`src/rtl/mips16_run_ctrl.sv`:
```
// rtl/mips16_run_ctrl.sv - run/step/halt sequencer for the 16-bit single-cycle MIPS core
//
// Owns the core reset and clock-enable, takes host commands over a
// valid/ready port, halts on a PC breakpoint and keeps debug counters.
//
// Optional feature: define MIPS16_RUN_CYCLE_LIMIT_EN to add a cycle-limit
// register (SET_LIMIT, halt_cause 2). Without it op 7 is a no-op.
//
// Ports:
//   clk, reset            rising-edge clock, synchronous active-high reset
//   cmd_valid/cmd_ready   host command handshake (accepted when both high)
//   cmd_op, cmd_arg       command opcode and operand
//   pc_out, alu_result    observed core PC and ALU result
//   cpu_reset, cpu_en     core reset and clock-enable
//   running               high in RUN or STEP
//   halt_cause            0 host/none, 1 breakpoint, 2 cycle limit
//   cycle_count           instructions retired since last RESTART
//   last_alu              alu_result sampled on the last cpu_en cycle

module mips16_run_ctrl #(
  parameter int CYC_W      = 32,
  parameter int RST_CYCLES = 2
) (
  input  logic             clk,
  input  logic             reset,
  input  logic             cmd_valid,
  output logic             cmd_ready,
  input  logic [2:0]       cmd_op,
  input  logic [15:0]      cmd_arg,
  input  logic [15:0]      pc_out,
  input  logic [15:0]      alu_result,
  output logic             cpu_reset,
  output logic             cpu_en,
  output logic             running,
  output logic [1:0]       halt_cause,
  output logic [CYC_W-1:0] cycle_count,
  output logic [15:0]      last_alu
);

  typedef enum logic [1:0] {S_RST, S_HALT, S_RUN, S_STEP} state_t;

  localparam logic [2:0] OP_RUN     = 3'd1;
  localparam logic [2:0] OP_STEP    = 3'd2;
  localparam logic [2:0] OP_HALT    = 3'd3;
  localparam logic [2:0] OP_RESTART = 3'd4;
  localparam logic [2:0] OP_SET_BP  = 3'd5;
  localparam logic [2:0] OP_CLR_BP  = 3'd6;

  localparam int            RC_W    = (RST_CYCLES > 1) ? $clog2(RST_CYCLES) : 1;
  localparam logic [RC_W-1:0] RC_INIT = RC_W'(RST_CYCLES - 1);

  state_t             state_q, state_d;
  logic [RC_W-1:0]    rst_cnt_q, rst_cnt_d;
  logic [15:0]        bp_addr_q, bp_addr_d;
  logic               bp_armed_q, bp_armed_d;
  logic               skip_bp_q, skip_bp_d;
  logic [CYC_W-1:0]   cycle_count_q, cycle_count_d;
  logic [15:0]        last_alu_q, last_alu_d;
  logic [1:0]         halt_cause_q, halt_cause_d;
  logic               cmd_fire;
  logic               bp_match;
  logic               lim_hit;

`ifdef MIPS16_RUN_CYCLE_LIMIT_EN
  localparam logic [2:0] OP_SET_LIMIT = 3'd7;
  logic [CYC_W-1:0] limit_q, limit_d;
`endif

  assign cmd_ready   = (state_q == S_HALT) || (state_q == S_RUN);
  assign cmd_fire    = cmd_valid && cmd_ready;
  assign running     = (state_q == S_RUN) || (state_q == S_STEP);
  assign halt_cause  = halt_cause_q;
  assign cycle_count = cycle_count_q;
  assign last_alu    = last_alu_q;

  // pc_out is registered inside the core, so gating cpu_en on it is loop-free.
  assign bp_match = (state_q == S_RUN) && bp_armed_q && (pc_out == bp_addr_q) && !skip_bp_q;

`ifdef MIPS16_RUN_CYCLE_LIMIT_EN
  assign lim_hit = (state_q == S_RUN) && (limit_q != '0) && (cycle_count_q == limit_q);
`else
  assign lim_hit = 1'b0;
`endif

  always_comb begin
    state_d       = state_q;
    rst_cnt_d     = rst_cnt_q;
    bp_addr_d     = bp_addr_q;
    bp_armed_d    = bp_armed_q;
    skip_bp_d     = skip_bp_q;
    cycle_count_d = cycle_count_q;
    last_alu_d    = last_alu_q;
    halt_cause_d  = halt_cause_q;
    cpu_reset     = 1'b0;
    cpu_en        = 1'b0;
`ifdef MIPS16_RUN_CYCLE_LIMIT_EN
    limit_d       = limit_q;
`endif

    case (state_q)
      S_RST: begin
        cpu_reset = 1'b1;
        if (rst_cnt_q == '0) state_d = S_HALT;
        else                 rst_cnt_d = rst_cnt_q - RC_W'(1);
      end
      S_HALT: begin
        if (cmd_fire) begin
          case (cmd_op)
            OP_RUN: begin
              state_d      = S_RUN;
              skip_bp_d    = 1'b1;   // let the instruction at a breakpoint PC retire on resume
              halt_cause_d = 2'd0;
            end
            OP_STEP: begin
              state_d      = S_STEP;
              halt_cause_d = 2'd0;
            end
            OP_RESTART: state_d = S_RST;
            default: ;
          endcase
        end
      end
      S_RUN: begin
        skip_bp_d = 1'b0;
        cpu_en    = !bp_match && !lim_hit;
        // RESTART beats limit, limit beats breakpoint, breakpoint beats HALT.
        if (cmd_fire && cmd_op == OP_RESTART) begin
          state_d = S_RST;
        end else if (lim_hit) begin
          state_d      = S_HALT;
          halt_cause_d = 2'd2;
        end else if (bp_match) begin
          state_d      = S_HALT;
          halt_cause_d = 2'd1;
        end else if (cmd_fire && cmd_op == OP_HALT) begin
          state_d      = S_HALT;
          halt_cause_d = 2'd0;
        end
      end
      S_STEP: begin
        cpu_en  = 1'b1;
        state_d = S_HALT;
      end
      default: state_d = S_RST;
    endcase

    if (cmd_fire) begin
      if (cmd_op == OP_SET_BP) begin
        bp_addr_d  = cmd_arg;
        bp_armed_d = 1'b1;
      end
      if (cmd_op == OP_CLR_BP) bp_armed_d = 1'b0;
`ifdef MIPS16_RUN_CYCLE_LIMIT_EN
      if (cmd_op == OP_SET_LIMIT) limit_d = CYC_W'(cmd_arg);
`endif
    end

    if (cpu_en) begin
      last_alu_d = alu_result;
      if (cycle_count_q != '1) cycle_count_d = cycle_count_q + CYC_W'(1);
    end

    if (state_d == S_RST && state_q != S_RST) begin
      cycle_count_d = '0;
      rst_cnt_d     = RC_INIT;
    end
  end

  always_ff @(posedge clk) begin
    if (reset) begin
      state_q       <= S_RST;
      rst_cnt_q     <= RC_INIT;
      bp_addr_q     <= '0;
      bp_armed_q    <= 1'b0;
      skip_bp_q     <= 1'b0;
      cycle_count_q <= '0;
      last_alu_q    <= '0;
      halt_cause_q  <= 2'd0;
`ifdef MIPS16_RUN_CYCLE_LIMIT_EN
      limit_q       <= '0;
`endif
    end else begin
      state_q       <= state_d;
      rst_cnt_q     <= rst_cnt_d;
      bp_addr_q     <= bp_addr_d;
      bp_armed_q    <= bp_armed_d;
      skip_bp_q     <= skip_bp_d;
      cycle_count_q <= cycle_count_d;
      last_alu_q    <= last_alu_d;
      halt_cause_q  <= halt_cause_d;
`ifdef MIPS16_RUN_CYCLE_LIMIT_EN
      limit_q       <= limit_d;
`endif
    end
  end

endmodule

```
`config.mk`:
```
export PLATFORM = sky130hd
export DESIGN_NAME = mips16_run_ctrl
export DESIGN_NICKNAME = d
export VERILOG_FILES = /design/src/rtl/mips16_run_ctrl.sv
export SDC_FILE = /design/constraint.sdc
export NUM_CORES = 1
export LEC_CHECK = 0
export CORE_ASPECT_RATIO = 1.25
export CORE_MARGIN = 1.5
export CORE_UTILIZATION = 46
export DETAILED_ROUTE_END_ITERATION = 10
export MAX_ROUTING_LAYER = met4
export PLACE_DENSITY = 0.83
export SYNTH_ARGS = -nofsm -noshare
export SYNTH_HDL_FRONTEND = slang
export SYNTH_SLANG_ARGS = --single-unit
```
`constraint.sdc`:
```
create_clock -name clk -period 3.9 [get_ports clk]
set_input_delay 1.17 -clock clk [delete_from_list [all_inputs] [get_ports clk]]
set_output_delay 1.17 -clock clk [all_outputs]
set_load 0.1 [all_outputs]
```
==> flow_metrics.py, run 1 <==
metrics = {
    "min_path": {
        "hold_start": "bp_addr_q[12]$_SDFFE_PP0P_",
        "min_delay_path_depth": 2,
        "min_to": "bp_addr_q[12]$_SDFFE_PP0P_",
        "hold_path.class": "reg -> reg",
    },
    "finish": {
        "area_delta_synth_final_pct": 38.5,
        "final_cell_mix": "70 x dfxtp_1, 70 x clkdlybuf4s50_1, 52 x nand2_1",
        "postLayoutCellArea_sq_um": 4650,
        "fin_util_pct": 66.3,
        "drive_above_1_share_pct": 12.7,
        "antenna_cells": 0,
        "fin_cells": 592,
        "multiInputGateArea_sq_um": 1810,
        "layout.nets": 556,
        "register_area_sq_um": 1400,
        "fillers": 590,
    },
    "critical_path": {
        "reg2reg_slack_ns": 1.13,
        "critical_path_required_ns": 2.73,
        "reg2reg_depth": 9,
        "path_class": "in -> out",
        "r2r-start": "state_q[0]$_SDFF_PP0_",
        "critPathMaxFanout": 2,
        "cp-end-kind": "output pin",
        "crit_path_start_kind": "primary input",
        "r2r-end": "cycle_count[19]$_SDFFE_PP0P_",
        "cp.arrival_ns": 2.66,
    },
    "yosys": {
        "synth-compound-area-share_pct": 9.95,
        "synthFlopType": "dfxtp_1",
        "ys_seq_area_share_pct": 41.7,
        "synth_cell_types": 51,
        "yosys.area_share.simple_pct": 27.6,
        "synth_top_family_by_area": "simple AND/OR/NAND/NOR gates",
        "synth_warnings": 0,
        "synth_edf_count": 0,
        "synthCells": 397,
        "syn-num-nets": 456,
        "synth_xor_area_share_pct": 9.65,
        "synth_seq_cells": 70,
        "syn_area_per_cell_sq_um": 8.46,
        "synth_adder_area_share_pct": 1.86,
        "synth_mux_area_share_pct": 4.77,
        "syn-cell-area_sq_um": 3360,
        "synth-async-reset-ratio_pct": 0,
    },
    "detailed_routing": {
        "routed_wl_mm": 7.88,
        "avgRoutedWirePerCell_um": 13.3,
        "viasPerCell": 5.24,
        "drc": 0,
        "drt_iter0_drc": 199,
        "vias": 3104,
        "antenna_left": 0,
        "firstDrtPassIters": 6,
    },
    "global_route": {
        "use_met3_pct": 3.80,
        "met1_usage_pct": 25.6,
        "grt_pass1_wl_mm": 13.2,
        "grt_usage_pct": 21.6,
        "antenna_found_initial": 0,
        "met2_usage_pct": 35.9,
        "overflow": 0,
        "grt_max_degree": 41,
        "busiest_layer": "met2",
        "grt_pass1_vias": 3016,
    },
    "placement": {
        "place_ws_ns": 0.00373,
        "port_buffers": 106,
        "gp_congestion": 0.947,
        "dp.cells": 576,
        "dp_hpwl_mm": 5.86,
        "post_dp_cell_area_sq_um": 4380,
    },
    "clock_tree": {
        "cts_hold_buf": 0,
        "cts-root-buf": "clkbuf_8",
        "cts_buffer_depth": 2,
        "htree_levels": 3,
        "tritoncts.num_buffers": 9,
        "cts.sinks": 70,
        "clk_latency_ns": 0.34,
        "cts_tree": "built",
        "clk_pin_slew_ns": 0.07,
    },
    "floorplan": {
        "die_w_um": 79.4,
        "die_h_um": 98.5,
        "rows": 34,
        "start_util_pct": 47.8,
        "dieArea_sq_um": 7830,
        "io_pins": 108,
        "core_sq_um": 7020,
    },
    "timing": {
        "worst_pin_slew_ns": 0.985,
        "finalSetupViolations": 0,
        "final.setup.tns_ns": 0,
        "rsz0062_at_grt": "false",
        "skew_ns": 0.0105,
        "max_freq_mhz": 261,
        "slew_headroom_pct": 34.1,
        "period_share_pct": 98.2,
        "slew_viol_final": 0,
        "finalCriticalPeriod_ns": 3.83,
        "hold_violations": 0,
        "setup_slack_ns": 0.0708,
    },
    "run_status": {
        "status": "finished clean",
    },
    "flow_run": {
        "cap_violations": 0,
    },
    "pwr": {
        "powerDensity_nw_per_um2": 390,
        "leakage_nw": 1.76,
        "vdd_drop_max_mv": 0.188,
    },
}
[final cells by class]
cell class / count / share of cell area (%)
clock buffers: 10 / 2.74
clock inverters: 6 / 2.88
inverters: 6 / 0.484
multi-input cells: 299 / 39.0
flip-flops and latches: 70 / 30.1
repair buffers: 111 / 22.4
well taps: 90 / 2.42
[stage by stage]
step                total power [W]  hold slack, ns
floorplan                  0.000962           0.445
global placement            0.00106           0.462
detailed placement          0.00107           0.470
CTS                         0.00183           0.479
global route                0.00188           0.497
finish                      0.00181           0.479
[worst max-delay path, cell delays in order]
cell             delay (ns)
clkdlybuf4s50_1        0.42
xor2_1                 0.15
nor4_1                 0.28
nand3_1                0.13
o31a_2                 0.34
buf_12                 0.18
[how the worst max path moves through the flow]
stage,from,slack (ns),end
4_1_cts,pc_out[9],0.002,cpu_en
6_report,pc_out[5],0.07,cpu_en
3_3_place_gp,pc_out[9],0.03,cpu_en
5_1_grt,pc_out[5],0.003,cpu_en
3_5_place_dp,pc_out[9],0.004,cpu_en
2_1_floorplan,pc_out[6],0.21,cpu_en
[logic make-up after synthesis]
kind of cell	Yosys count
AND/OR/NAND/NOR	182
flip-flops	70
AO/OA/AOI/OAI	58
multiplexers	16
adder cells (fa/ha/maj)	5
buffers and inverters	28
XOR/XNOR	37
other	1
[Yosys cell counts (5+ instances only)]
cell type | count | share of area, %
dfxtp_1 | 70 | 42
nand2_1 | 52 | 5.8
nor2_1 | 50 | 5.6
xor2_1 | 32 | 8.3
a21oi_1 | 30 | 4.5
nand3_1 | 20 | 3.0
mux2i_1 | 16 | 4.8
o21ai_0 | 10 | 1.5
buf_2 | 8 | 1.2
clkbuf_1 | 8 | 0.89
nand4_1 | 8 | 1.5
nor3_1 | 7 | 1.0
inv_1 | 6 | 0.67
or3_1 | 6 | 1.1
ha_1 | 5 | 1.9
nor4_1 | 5 | 0.93
xnor2_1 | 5 | 1.3
[flip-flops by register name, indices dropped and copies added, names as in the netlist]
register / cells
bp_addr_q: 16
bp_armed_q: 1
cycle_count: 32
halt_cause: 1
last_alu: 16
rst_cnt_q: 1
skip_bp_q: 1
state_q: 2
[per-layer routing]
metal	part of all wire (%)	vias up
met5	0	-
met3	5.4	12
li1	-	1569
met2	49	113
met1	44	1410
met4	1.6	0
[what timing repair did]
action | CTS | global route
resized for setup | 0 | 4
setup buffers | 0 | 0
endpoints found under the setup margin | 0 | 1
[report_power, final]
group	leakage (nW)	total, W	internal (W)	switching (W)
sequential	0.564	0.000740	0.000728	0.0000125
combinational	1.07	0.000310	0.000114	0.000195
clock	0.130	0.000765	0.000490	0.000275
total	1.76	0.00181	0.00133	0.000483
Note: power is estimated with default switching activity, not from simulation.
==> run 2, diff against run 1 <==
--- a/config.mk
+++ b/config.mk
@@ -7,10 +7,10 @@
 export LEC_CHECK = 0
 export CORE_ASPECT_RATIO = 1.25
 export CORE_MARGIN = 1.5
-export CORE_UTILIZATION = 46
+export CORE_UTILIZATION = 50
 export DETAILED_ROUTE_END_ITERATION = 10
 export MAX_ROUTING_LAYER = met4
-export PLACE_DENSITY = 0.83
+export PLACE_DENSITY = 0.89
 export SYNTH_ARGS = -nofsm -noshare
 export SYNTH_HDL_FRONTEND = slang
 export SYNTH_SLANG_ARGS = --single-unit
==> constraint.sdc (replaced) <==
create_clock -name clk -period 4.54 [get_ports clk]
set_input_delay 1.362 -clock clk [delete_from_list [all_inputs] [get_ports clk]]
set_output_delay 1.362 -clock clk [all_outputs]
set_load 0.1 [all_outputs]
==> run 2 against run 1 <==
Net effect:
- utilization grew 5.3 points
- die area fell by 7.7%
- sequential power down 14%
- critical path depth is the same
- non-clock buffer count is 2 lower
- global-route usage increased by 2.8 points
- final area increased by 0.38%
- total power shrank 19%
- critical path type unchanged
==> flow_metrics.py, run 2 (synthesized netlist as in run 1, its figures left out) <==
metrics = {
    "detailed_routing": {
        "antenna_left": 0,
        "drc": 0,
        "viasPerCell": 5.44,
        "vias": 3191,
        "firstDrtPassIters": 4,
        "avgRoutedWirePerCell_um": 14.2,
        "routed_wl_mm": 8.36,
        "drt_iter0_drc": 222,
    },
    "floorplan": {
        "io_pins": 108,
        "start_util_pct": 51.5,
        "die_h_um": 94.6,
        "dieArea_sq_um": 7220,
        "core_sq_um": 6520,
        "rows": 33,
        "die_w_um": 76.3,
    },
    "placement": {
        "place_ws_ns": 0.230,
        "dp_hpwl_mm": 6.03,
        "port_buffers": 106,
        "gp_congestion": 0.837,
        "post_dp_cell_area_sq_um": 4440,
    },
    "timing": {
        "final.setup.tns_ns": 0,
        "setup_slack_ns": 0.225,
        "hold_violations": 0,
        "skew_ns": 0.00998,
        "period_share_pct": 95.0,
        "rsz0062_at_grt": "false",
        "hold_ws_ns": 0.478,
        "worst_pin_slew_ns": 1.02,
        "finalSetupViolations": 0,
        "slew_viol_final": 0,
        "finalCriticalPeriod_ns": 4.31,
        "max_freq_mhz": 232,
        "slew_headroom_pct": 32.0,
    },
    "critical_path": {
        "critPathMaxFanout": 2,
        "worst_path_max_delay_cell": "clkdlybuf4s50_1",
        "crit_path_start_kind": "primary input",
        "reg2reg_depth": 9,
        "reg2reg_slack_ns": 1.64,
        "cp.arrival_ns": 2.95,
        "path_cells": "clkdlybuf4s50_1 -> xor2_1 -> nor4_1 -> nand3_1 -> o31a_2 -> buf_12",
        "path_class": "in -> out",
        "critical_path_required_ns": 3.18,
        "max_stage_delay_ns": 0.42,
        "cp-end-kind": "output pin",
        "r2r-start": "state_q[0]$_SDFF_PP0_",
        "r2r-end": "cycle_count[23]$_SDFFE_PP0P_",
    },
    "flow_run": {
        "cap_violations": 0,
    },
    "finish": {
        "largest_register_ffs": 32,
        "layout_commonest_cell": "clkdlybuf4s50_1",
        "antenna_cells": 0,
        "postLayoutCellArea_sq_um": 4670,
        "register_area_sq_um": 1400,
        "layout.nets": 554,
        "multiInputGateArea_sq_um": 1810,
        "drive_above_1_share_pct": 6.60,
        "fillers": 497,
        "final_cell_mix": "104 x clkdlybuf4s50_1, 70 x dfxtp_1, 52 x nand2_1",
        "area_delta_synth_final_pct": 39.0,
    },
    "run_status": {
        "status": "finished clean",
    },
    "clock_tree": {
        "post_cts_resized": 0,
        "clk_latency_ns": 0.34,
        "cts.sinks": 70,
        "clk_pin_slew_ns": 0.07,
        "cts-root-buf": "clkbuf_8",
        "cts_hold_buf": 0,
        "tritoncts.num_buffers": 9,
        "cts_setup_buffers": 0,
        "htree_levels": 3,
        "cts_tree": "built",
        "cts_buffer_depth": 2,
    },
    "min_path": {
        "min_to": "bp_addr_q[10]$_SDFFE_PP0P_",
        "min_delay_path_depth": 2,
        "hold_path.class": "reg -> reg",
        "hold_start": "bp_addr_q[10]$_SDFFE_PP0P_",
    },
    "global_route": {
        "grt_pass1_wl_mm": 13.9,
        "grt_max_degree": 41,
        "antenna_found_initial": 0,
        "grt_pass1_vias": 3084,
        "overflow": 0,
        "grt_usage_pct": 24.5,
    },
    "pwr": {
        "p_total_w": 0.00148,
        "leakage_nw": 1.64,
        "vdd_drop_max_mv": 0.194,
        "powerDensity_nw_per_um2": 317,
    },
}
-- run 2: critical path, delay by kind of cell --
kind / cells / cell delay, ns
buffers and inverters: 2 / 0.60
AND/OR/NAND/NOR: 2 / 0.43
AO/OA/AOI/OAI: 1 / 0.40
XOR/XNOR: 1 / 0.15
-- run 2: worst max path at each step --
stage | startpoint | endpoint | slack, ns | cells past startpoint
3_5_place_dp | pc_out[5] | cpu_en | 0.23 | 6
2_1_floorplan | pc_out[6] | cpu_en | 0.47 | 6
3_3_place_gp | pc_out[5] | cpu_en | 0.26 | 6
5_1_grt | pc_out[5] | cpu_en | 0.17 | 6
6_report | pc_out[5] | cpu_en | 0.23 | 6
4_1_cts | pc_out[5] | cpu_en | 0.23 | 6
-- run 2: report_power, final --
group          switching [W]  internal (W)  total (W)
Sequential         0.0000123      0.000625   0.000637
Combinational       0.000170     0.0000957   0.000266
Clock               0.000236      0.000339   0.000575
Total               0.000418       0.00106    0.00148
-- run 2: layer usage --
layer | share of wire [%] | global-route usage [%] | up-vias | wire (um)
met5 | 0 | - | - | 0
met4 | 1.9 | 11.6 | 0 | 159
met3 | 5.5 | 5.22 | 16 | 464
met2 | 51 | 43.5 | 119 | 4310
met1 | 41 | 26.1 | 1499 | 3430
li1 | - | - | 1557 | -
-- run 2: stage by stage --
step | utilization [%] | std cells
2_1_floorplan | - | 397
3_3_place_gp | 68.0 | 571
3_5_place_dp | 68.0 | 571
4_1_cts | 71.6 | 587
5_1_grt | 71.6 | 587
6_report | 71.6 | 587
-- run 2: layout make-up --
cell class	count	area share (%)
tap	87	2.33
timing repair buffer	109	23.4
clock inverter	5	1.74
sequential	70	30.0
clock buffer	11	3.24
multi-input combinational	299	38.8
inverter	6	0.482
==> run 3, diff against run 2 <==
--- a/config.mk
+++ b/config.mk
@@ -7,10 +7,11 @@
 export LEC_CHECK = 0
 export CORE_ASPECT_RATIO = 1.25
 export CORE_MARGIN = 1.5
-export CORE_UTILIZATION = 50
+export CORE_UTILIZATION = 46
 export DETAILED_ROUTE_END_ITERATION = 10
 export MAX_ROUTING_LAYER = met4
-export PLACE_DENSITY = 0.89
+export PLACE_DENSITY = 0.83
+export SKIP_CTS_REPAIR_TIMING = 1
 export SYNTH_ARGS = -nofsm -noshare
 export SYNTH_HDL_FRONTEND = slang
 export SYNTH_SLANG_ARGS = --single-unit
==> constraint.sdc (replaced) <==
create_clock -name clk -period 3.97 [get_ports clk]
set_input_delay 1.191 -clock clk [delete_from_list [all_inputs] [get_ports clk]]
set_output_delay 1.191 -clock clk [all_outputs]
set_load 0.005 [all_outputs]
==> run 3 against run 2 <==
Net effect:
- worst setup slack got worse by 0.14 ns
- via count decreased by 0.81%
- clock power increased by 8.0%
- clock-buffer cell count decreased by 1
- sequential power increased by 14%
- non-clock buffer count increased by 3
- highest routed layer unchanged
==> flow_metrics.py, run 3 (synthesized netlist as in run 1, its figures left out) <==
metrics = {
    "run_status": {
        "status": "finished clean",
    },
    "detailed_routing": {
        "vias": 3165,
        "avgRoutedWirePerCell_um": 13.7,
        "drc": 0,
        "viasPerCell": 5.34,
        "firstDrtPassIters": 4,
        "antenna_left": 0,
        "drt_iter0_drc": 167,
        "routed_wl_mm": 8.13,
    },
    "finish": {
        "final_cell_mix": "105 x clkdlybuf4s50_1, 70 x dfxtp_1, 52 x nand2_1",
        "layout_commonest_cell": "clkdlybuf4s50_1",
        "fillers": 593,
        "largest_register_ffs": 32,
        "area_delta_synth_final_pct": 39.1,
        "antenna_cells": 0,
        "layout.nets": 557,
        "drive_above_1_share_pct": 6.56,
    },
    "floorplan": {
        "die_h_um": 98.5,
        "io_pins": 108,
        "start_util_pct": 47.8,
        "core_sq_um": 7020,
        "die_w_um": 79.4,
        "dieArea_sq_um": 7830,
        "rows": 34,
    },
    "min_path": {
        "hold_path.class": "reg -> reg",
    },
    "pwr": {
        "leakage_nw": 1.66,
        "vdd_drop_max_mv": 0.168,
        "seq_power_share_pct": 45.8,
        "powerDensity_nw_per_um2": 340,
        "intPower_w": 0.00118,
        "pwr-share-clk_pct": 39.1,
        "pwr-share-comb_pct": 15.1,
        "p_sw_w": 0.000403,
        "sw_frac_of_total_pct": 25.4,
    },
    "clock_tree": {
        "clk_latency_ns": 0.34,
        "clk_pin_slew_ns": 0.07,
        "cts_buffer_depth": 2,
        "cts.sinks": 70,
        "tritoncts.num_buffers": 9,
        "cts-root-buf": "clkbuf_8",
        "cts_tree": "built",
        "htree_levels": 3,
    },
    "placement": {
        "dp_hpwl_mm": 5.95,
        "port_buffers": 106,
        "place_ws_ns": -0.262,
        "gp_congestion": 0.955,
    },
    "critical_path": {
        "critical_path_required_ns": 2.78,
        "critPathMaxFanout": 2,
        "worst_path_max_delay_cell": "clkdlybuf4s50_1",
        "crit_buf_inv": 2,
        "cp.arrival_ns": 2.69,
        "crit_path_start_kind": "primary input",
        "path_cells": "clkdlybuf4s50_1 -> xor2_1 -> nor4_1 -> nand4_1 -> o31a_2 -> dlymetal6s2s_1",
        "path_class": "in -> out",
        "cp-end-kind": "output pin",
        "cp_top_family": "buffers and inverters",
        "max_stage_delay_ns": 0.41,
    },
    "timing": {
        "slew_viol_final": 0,
        "worst_pin_slew_ns": 0.759,
        "skew_ns": 0.0117,
        "finalCriticalPeriod_ns": 3.88,
        "setup_slack_ns": 0.0856,
        "hold_violations": 0,
        "finalSetupViolations": 0,
        "max_freq_mhz": 257,
        "slew_headroom_pct": 49.4,
        "period_share_pct": 97.8,
        "final.setup.tns_ns": 0,
    },
    "flow_run": {
        "cap_violations": 0,
    },
    "global_route": {
        "grt_pass1_vias": 3110,
        "antenna_found_initial": 0,
        "grt_max_degree": 41,
        "grt_usage_pct": 22.5,
        "grt_pass1_wl_mm": 14.0,
        "overflow": 0,
    },
}
[run 3: changes by cell type in the layout (fill, tap and decap cells not counted), sizes merged]
cell and change:
clkdlybuf4s50 +1, clkbuf -1, dlymetal6s2s +1, buf +1, clkinv +1
[run 3: path summary, 6_finish.rpt]
kind                                   from                           end  slack [ns]  depth (start not counted)
setup / recovery                 pc_out[15]                        cpu_en        0.09                          6
hold / removal    bp_addr_q[9]$_SDFFE_PP0P_     bp_addr_q[9]$_SDFFE_PP0P_        0.47                          2
setup reg to reg      state_q[0]$_SDFF_PP0_  cycle_count[19]$_SDFFE_PP0P_        1.25                          9
hold reg to reg   bp_addr_q[9]$_SDFFE_PP0P_     bp_addr_q[9]$_SDFFE_PP0P_        0.47                          2
[run 3: metrics by stage]
step	hold WS [ns]	utilization, %	total power, W	area (sq um)	cells
5_1_grt	0.497	66.6	0.00165	4670	593
3_5_place_dp	0.463	63.4	0.000981	4450	576
4_1_cts	0.473	66.4	0.00160	4660	592
3_3_place_gp	0.461	63.4	0.000977	4450	576
6_report	0.470	66.6	0.00159	4670	593
2_1_floorplan	0.445	-	0.000871	3360	397
[run 3: layout make-up]
type / count / area (sq um) / share of cell area [%]
multi-input cells: 299 / 1810 / 38.8
flip-flops and latches: 70 / 1400 / 30.0
repair buffers: 112 / 1110 / 23.7
clock buffers: 10 / 128 / 2.73
well taps: 90 / 113 / 2.41
clock inverters: 6 / 86.3 / 1.85
inverters: 6 / 22.5 / 0.482
[run 3: power groups by stage]
stage | clock [W] | combinational, W | sequential [W]
CTS | 0.000631 | 0.000240 | 0.000727
detailed placement | 0 | 0.000238 | 0.000743
floorplan | 0 | 0.000131 | 0.000740
finish | 0.000621 | 0.000239 | 0.000727
global placement | 0 | 0.000234 | 0.000743
global route | 0.000657 | 0.000264 | 0.000729
[run 3: metal layers]
layer	up-vias	GRT usage (%)	part of all wire, %
li1	1563	-	-
met1	1478	27.1	43
met2	115	37.2	51
met3	9	3.70	5.6
met4	0	8.77	1.1
met5	-	-	0
[run 3: worst reg2reg max path: cells and delay by family, from the launching register on]
kind | cells | cell delay, ns
adders and majority gates | 1 | 0.28
buffers and inverters | 2 | 0.52
and+or+nand+nor | 4 | 1.15
AOI/OAI and AO/OA | 2 | 0.32
DFF | 1 | 0.40
